--- config.mk ---
export PLATFORM = sky130hd
export DESIGN_NAME = icache_refill_ctrl
export DESIGN_NICKNAME = d
export VERILOG_FILES = /design/src/rtl/icache_refill_ctrl_pkg.sv /design/src/rtl/icache_refill_ctrl_buf.sv /design/src/rtl/icache_refill_ctrl.sv
export SDC_FILE = /design/constraint.sdc
export NUM_CORES = 2
export LEC_CHECK = 0
export ABC_AREA = 1
export CAP_MARGIN = 20
export CORE_AREA = 2 2 636 638
export DETAILED_ROUTE_END_ITERATION = 16
export DIE_AREA = 0 0 638 640
export GPL_ROUTABILITY_DRIVEN = 1
export PLACE_DENSITY_LB_ADDON = 0.15
export SLEW_MARGIN = 5
export SYNTH_ARGS = -nofsm -noshare
export SYNTH_HDL_FRONTEND = slang
export SYNTH_SLANG_ARGS = --single-unit
--- constraint.sdc ---
create_clock -name clk -period 78.1 [get_ports clk]
set_input_delay 11.715 -clock clk [delete_from_list [all_inputs] [get_ports clk]]
set_output_delay 11.715 -clock clk [all_outputs]
set_load 0.02 [all_outputs]
--- src/rtl/icache_refill_ctrl_pkg.sv ---
// Shared types for the icache refill stage: MSHR entry layout, downstream refill beat,
// refill FSM encoding and the work register captured at lookup.
package icache_refill_ctrl_pkg;

  localparam int unsigned REFILL_BUF_DEPTH_DEF = 2;
  localparam logic [4:0]  PREFETCH_OPCODE      = 5'h03;

  typedef struct packed {
    logic [17:0] tag;
    logic [7:0]  index;
    logic [5:0]  offset;
  } addr_t;

  typedef struct packed {
    logic [4:0] txnid;
    logic [4:0] opcode;
    addr_t      addr;
  } req_t;

  typedef struct packed {
    req_t req;
    logic dest_way;
  } entry_data_t;

  typedef struct packed {
    logic [9:0]   meta;
    logic [3:0]   entry_idx;
    logic [511:0] data;
  } downstream_rxdat_t;

  typedef enum logic [2:0] {
    IDLE    = 3'd0,
    LOOKUP  = 3'd1,
    WRITE   = 3'd2,
    RESP    = 3'd3,
    RELEASE = 3'd4
  } refill_fsm_e;

  typedef struct packed {
    entry_data_t  ent;
    logic [511:0] data;
    logic [3:0]   idx;
  } refill_work_t;

  function automatic logic is_prefetch(input entry_data_t ent);
    return (ent.req.opcode == PREFETCH_OPCODE);
  endfunction

endpackage

--- src/rtl/icache_refill_ctrl_buf.sv ---
// Synchronous FIFO holding returned refill lines until the refill FSM consumes them.
// Pointers carry one extra wrap bit so full and empty are distinguishable.
module icache_refill_buf
  import icache_refill_ctrl_pkg::*;
#(
  parameter int unsigned DEPTH = REFILL_BUF_DEPTH_DEF
) (
  input  logic              clk,
  input  logic              rst_n,
  input  logic              push,
  input  downstream_rxdat_t push_data,
  input  logic              pop,
  output downstream_rxdat_t head_data,
  output logic              empty,
  output logic              full
);

  localparam int unsigned AW = $clog2(DEPTH);

  logic [AW:0]       wr_ptr_q, wr_ptr_d;
  logic [AW:0]       rd_ptr_q, rd_ptr_d;
  downstream_rxdat_t mem_q [DEPTH];
  logic              push_en;
  logic              pop_en;

  assign empty     = (wr_ptr_q == rd_ptr_q);
  assign full      = (wr_ptr_q[AW] != rd_ptr_q[AW]) && (wr_ptr_q[AW-1:0] == rd_ptr_q[AW-1:0]);
  assign push_en   = push && !full;
  assign pop_en    = pop && !empty;
  assign head_data = mem_q[rd_ptr_q[AW-1:0]];

  // Pointer advance.
  always_comb begin
    wr_ptr_d = wr_ptr_q;
    rd_ptr_d = rd_ptr_q;
    if (push_en) begin
      wr_ptr_d = wr_ptr_q + {{AW{1'b0}}, 1'b1};
    end else begin
      wr_ptr_d = wr_ptr_q;
    end
    if (pop_en) begin
      rd_ptr_d = rd_ptr_q + {{AW{1'b0}}, 1'b1};
    end else begin
      rd_ptr_d = rd_ptr_q;
    end
  end

  // Pointer registers.
  always_ff @(posedge clk) begin
    if (!rst_n) begin
      wr_ptr_q <= '0;
      rd_ptr_q <= '0;
    end else begin
      wr_ptr_q <= wr_ptr_d;
      rd_ptr_q <= rd_ptr_d;
    end
  end

  // Storage; contents are don't-care while the pointers mark them empty.
  always_ff @(posedge clk) begin
    if (push_en) begin
      mem_q[wr_ptr_q[AW-1:0]] <= push_data;
    end
  end

endmodule

--- src/rtl/icache_refill_ctrl.sv ---
// Refill stage: buffers downstream lines, writes data/tag RAMs, returns the line upstream and
// releases the MSHR entry. Macro ICACHE_REFILL_BYPASS_EN overlaps the upstream response with the RAM writes.
module icache_refill_ctrl
  import icache_refill_ctrl_pkg::*;
#(
  parameter int unsigned REFILL_BUF_DEPTH = REFILL_BUF_DEPTH_DEF
) (
  input  logic         clk,
  input  logic         rst_n,
  input  logic         rxdat_vld,
  output logic         rxdat_rdy,
  input  logic [525:0] rxdat_pld,
  output logic [3:0]   mshr_rd_idx,
  input  logic [42:0]  mshr_rd_pld,
  output logic         dataram_wr_vld,
  input  logic         dataram_wr_rdy,
  output logic         dataram_wr_way,
  output logic [7:0]   dataram_wr_index,
  output logic [511:0] dataram_wr_data,
  output logic         tagram_wr_vld,
  input  logic         tagram_wr_rdy,
  output logic         tagram_wr_way,
  output logic [7:0]   tagram_wr_index,
  output logic [17:0]  tagram_wr_tag,
  output logic         upstream_rsp_vld,
  input  logic         upstream_rsp_rdy,
  output logic [4:0]   upstream_rsp_txnid,
  output logic [511:0] upstream_rsp_data,
  output logic         mshr_release_vld,
  output logic [3:0]   mshr_release_idx
);

  refill_fsm_e       state_q, state_d;
  refill_work_t      work_q, work_d;
  logic              data_done_q, data_done_d;
  logic              tag_done_q, tag_done_d;
`ifdef ICACHE_REFILL_BYPASS_EN
  logic              rsp_done_q, rsp_done_d;
`endif
  logic              buf_push;
  logic              buf_pop;
  logic              buf_empty;
  logic              buf_full;
  downstream_rxdat_t buf_head;
  logic              is_pf;
  logic              unused_bits;

  icache_refill_buf #(
    .DEPTH (REFILL_BUF_DEPTH)
  ) u_buf (
    .clk       (clk),
    .rst_n     (rst_n),
    .push      (buf_push),
    .push_data (downstream_rxdat_t'(rxdat_pld)),
    .pop       (buf_pop),
    .head_data (buf_head),
    .empty     (buf_empty),
    .full      (buf_full)
  );

  assign rxdat_rdy   = !buf_full;
  assign buf_push    = rxdat_vld && !buf_full;
  assign mshr_rd_idx = buf_empty ? 4'd0 : buf_head.entry_idx;
  assign is_pf       = is_prefetch(work_q.ent);
  assign unused_bits = ^{work_q.ent.req.addr.offset, buf_head.meta};

  assign dataram_wr_way     = work_q.ent.dest_way;
  assign dataram_wr_index   = work_q.ent.req.addr.index;
  assign dataram_wr_data    = work_q.data;
  assign tagram_wr_way      = work_q.ent.dest_way;
  assign tagram_wr_index    = work_q.ent.req.addr.index;
  assign tagram_wr_tag      = work_q.ent.req.addr.tag;
  assign upstream_rsp_txnid = work_q.ent.req.txnid;
  assign upstream_rsp_data  = work_q.data;
  assign mshr_release_idx   = work_q.idx;

  // Next state, work capture, done flags and handshake outputs.
  always_comb begin
    state_d          = state_q;
    work_d           = work_q;
    data_done_d      = data_done_q;
    tag_done_d       = tag_done_q;
`ifdef ICACHE_REFILL_BYPASS_EN
    rsp_done_d       = rsp_done_q;
`endif
    dataram_wr_vld   = 1'b0;
    tagram_wr_vld    = 1'b0;
    upstream_rsp_vld = 1'b0;
    mshr_release_vld = 1'b0;
    buf_pop          = 1'b0;
    case (state_q)
      IDLE: begin
        // A line arriving this cycle is readable at the head next cycle.
        if (!buf_empty || buf_push) begin
          state_d = LOOKUP;
        end else begin
          state_d = IDLE;
        end
      end
      LOOKUP: begin
        work_d.ent  = entry_data_t'(mshr_rd_pld);
        work_d.data = buf_head.data;
        work_d.idx  = buf_head.entry_idx;
        data_done_d = 1'b0;
        tag_done_d  = 1'b0;
`ifdef ICACHE_REFILL_BYPASS_EN
        rsp_done_d  = 1'b0;
`endif
        state_d     = WRITE;
      end
      WRITE: begin
        dataram_wr_vld = !data_done_q;
        tagram_wr_vld  = !tag_done_q;
        data_done_d    = data_done_q || (dataram_wr_vld && dataram_wr_rdy);
        tag_done_d     = tag_done_q || (tagram_wr_vld && tagram_wr_rdy);
`ifdef ICACHE_REFILL_BYPASS_EN
        upstream_rsp_vld = !is_pf && !rsp_done_q;
        rsp_done_d       = rsp_done_q || (upstream_rsp_vld && upstream_rsp_rdy);
        if (data_done_d && tag_done_d && (rsp_done_d || is_pf)) begin
          state_d = RELEASE;
        end else begin
          state_d = WRITE;
        end
`else
        if (data_done_d && tag_done_d) begin
          state_d = is_pf ? RELEASE : RESP;
        end else begin
          state_d = WRITE;
        end
`endif
      end
      RESP: begin
        upstream_rsp_vld = 1'b1;
        if (upstream_rsp_rdy) begin
          state_d = RELEASE;
        end else begin
          state_d = RESP;
        end
      end
      RELEASE: begin
        mshr_release_vld = 1'b1;
        buf_pop          = 1'b1;
        state_d          = IDLE;
      end
      default: begin
        state_d = IDLE;
      end
    endcase
  end

  // State, work register and done flags.
  always_ff @(posedge clk) begin
    if (!rst_n) begin
      state_q     <= IDLE;
      work_q      <= '0;
      data_done_q <= 1'b0;
      tag_done_q  <= 1'b0;
`ifdef ICACHE_REFILL_BYPASS_EN
      rsp_done_q  <= 1'b0;
`endif
    end else begin
      state_q     <= state_d;
      work_q      <= work_d;
      data_done_q <= data_done_d;
      tag_done_q  <= tag_done_d;
`ifdef ICACHE_REFILL_BYPASS_EN
      rsp_done_q  <= rsp_done_d;
`endif
    end
  end

endmodule

==> results.toml <==
[cts]
clock-root-buffer = "clkbuf_16"
cts_made_buffers = 200
insertion_delay_ns = 0.89
clk_pin_slew_ns = 0.06
postCtsResizedCells = 0
cts_buffer_depth = 4
cts_setup_buffers = 0
holdBufCountCts = 0
cts_sinks = 1595
cts_max_level = 4
tritoncts = "done"

[timing]
timing.fmax_mhz = 64.9
hold_viol_final = 0
slew_headroom = 0.0945
rsz0062_at_grt = "no"
finalMaxSlewViolations = 0
tightest_slew_ns = 1.36
setup_violations = 0
period_share = 0.197
tns_ns = 0
min_period_ns = 15.40
timing.final.ws_setup_ns = 62.70
clock_skew_ns = 0.0393

[global_route]
antenna_found_initial = 109
grt_pass1_vias = 41300
overflow = 0
grt_max_degree = 243
track_usage = 0.137
grt_pass1_wl_um = 381000

[synth]
ys_seq_elements = 1595
syn_inst = 6256
ys.warnings.count = 0
synth_area_um2 = 65800
synth_nets = 6831
syn_avg_cell_area_um2 = 10.5
yosysUniqueCellTypes = 18
ys_seq_area_frac = 0.642

[drt]
totalWireLength_um = 292000
met3_length_um = 31600
wl_met1_um = 106000
firstDrtPassIters = 5
route.detailed.drc = 0
ant_nets = 0
highest_layer = "met5"
viasPerCell = 3.52
num_vias = 43100
met2WireLength_um = 145000
drt_iter0_drc = 2078
wl_per_cell_um = 23.8

[cells_and_area]
instances_no_fill = 12300
finalCoreUtilization = 0.215
final_common_cell = "nand2_1"
seq_area_um2 = 42300
area_growth_pct = 30.9
fillCellCount = 43300
finalNetCount = 7363
multiInputGateArea_um2 = 11800
drive_above_1_share = 0.0536
layout_common_cells = "nand2_1, clkdlybuf4s50_1, edfxtp_1"
final_area_um2 = 86100

[hold_path]
min_to = "work_q[553]$_SDFFE_PN0P_"
hp-start = "work_q[553]$_SDFFE_PN0P_"
hold_depth = 2
hp-class = "flop to flop"

[floorplan]
dieArea_um2 = 408000
row_count = 233
die_h_um = 640
die_x_um = 638
core_area_um2 = 401000
num_io_pins = 1653
initial_core_util = 0.164

[run_status]
status = "finished, final reports clean"

[worst_setup_path]
cpMaxStageDelayCell = "buf_4"
crit_start = "rxdat_vld"
crit_type = "input pin to flop"
required_ns = 78.58
r2r_cells = 10
path_cells = "clkdlybuf4s50_1 -> nand2_1 -> nor2_4 -> buf_4 -> buf_4 -> buf_4 -> buf_4"
worst_ep_arrival_time_ns = 15.88
start_kind = "input pin"
critPathMaxFanout = 55
reg2reg_to = "u_buf.mem_q[1][213]$_DFFE_PP_"
end_kind = "flop"
cpPeakStageDelay_ns = 0.83
path_common_cell = "buf_4"
rrSetupSlack_ns = 73.19
r2r-start = "u_buf.wr_ptr_q[0]$_SDFFE_PN0N_"

[pwr]
p_leak_nw = 29.2
p_per_area_nw_per_um2 = 26.5
vdd_drop_max_uv = 15.9

[place]
pre_cts_slack_ns = 61.65
placed_cells = 11900
port_buffers = 1636
place_area_um2 = 79600
place_hpwl_um = 218000
routabilityCongestion = 0.763

[flow_run]
cap_violations = 0
-- sequential cells by signal, summed over array words and instances, names as in the netlist, named ones only --
signal / cells
u_buf.rd_ptr_q: 2
dataram_wr_data: 512
tagram_wr_tag: 18
dataram_wr_index: 8
dataram_wr_way: 1
data_done_q: 1
upstream_rsp_txnid: 5
mshr_release_idx: 4
work_q: 5
u_buf.wr_ptr_q: 2
u_buf.mem_q: 1032
state_q: 3
tag_done_q: 1
-- how the worst max path moves through the flow --
stage	end	slack, ns	cells past startpoint
2_1_floorplan	u_buf.mem_q[0][0]$_DFFE_PP_	43.54	2
3_3_place_gp	u_buf.mem_q[1][211]$_DFFE_PP_	61.64	7
3_5_place_dp	u_buf.mem_q[1][211]$_DFFE_PP_	61.65	7
4_1_cts	u_buf.mem_q[1][227]$_DFFE_PP_	62.62	7
5_1_grt	u_buf.mem_q[1][213]$_DFFE_PP_	62.45	7
6_report	u_buf.mem_q[1][213]$_DFFE_PP_	62.70	7
-- logic make-up (layout without fill, tap and decap cells) --
group	Yosys count	count (layout)	synth area share
flip-flops	1595	1595	0.642
AND/OR/NAND/NOR	1675	1675	0.0958
XOR/XNOR	2	2	0.000266
other	0	15	0
AO/OA/AOI/OAI	1083	1083	0.0829
buffers and inverters	1901	2602	0.179
-- worst max-delay path: cells and delay by family --
family,cells,cell delay [ns]
simple gates,2,0.32
buf+inv,5,3.51
-- report_power, final --
| part | switching (mW) | internal, mW | total [mW] | leakage [nW] |
|---|---|---|---|---|
| combinational | 0.224 | 0.135 | 0.359 | 11.8 |
| clock | 0.387 | 0.533 | 0.920 | 3.15 |
| sequential | 0.0399 | 0.964 | 1.00 | 14.2 |
| total | 0.651 | 1.63 | 2.28 | 29.2 |
-- routing by layer --
| metal | vias to the layer above | GRT usage |
|---|---|---|
| met1 | 20800 | 0.143 |
| li1 | 20400 | - |
| met5 | - | 0 |
| met3 | 472 | 0.0676 |
| met2 | 1381 | 0.241 |
| met4 | 46 | 0.0386 |
-- Yosys cell counts (all sizes together) --
cell type / instances / share of area
nand2: 1641 / 0.094
buf: 1259 / 0.14
edfxtp: 1032 / 0.47
dfxtp: 563 / 0.17
a21oi: 562 / 0.043
inv: 534 / 0.030
o21ai: 521 / 0.040
clkbuf: 108 / 0.0062
nor2: 26 / 0.0015
nand3: 7 / 0.00053
xor2: 2 / 0.00027
nor3: 1 / 0.000076
-- layout make-up --
cell class	count	area share
Tap cell	5287	0.0768
Antenna cell	15	0.000436
Sequential cell	1595	0.491
Clock inverter	79	0.00933
Clock buffer	292	0.0656
Inverter	534	0.0235
Multi-Input combinational cell	2760	0.137
Timing Repair Buffer	1697	0.196
-- metrics by stage --
step	hold WS (ns)	power, mW
floorplan	0.429	1.26
global placement	0.450	1.39
detailed placement	0.450	1.39
CTS	0.461	2.34
global route	0.485	2.39
finish	0.458	2.28
(Power assumes the default switching activity.)
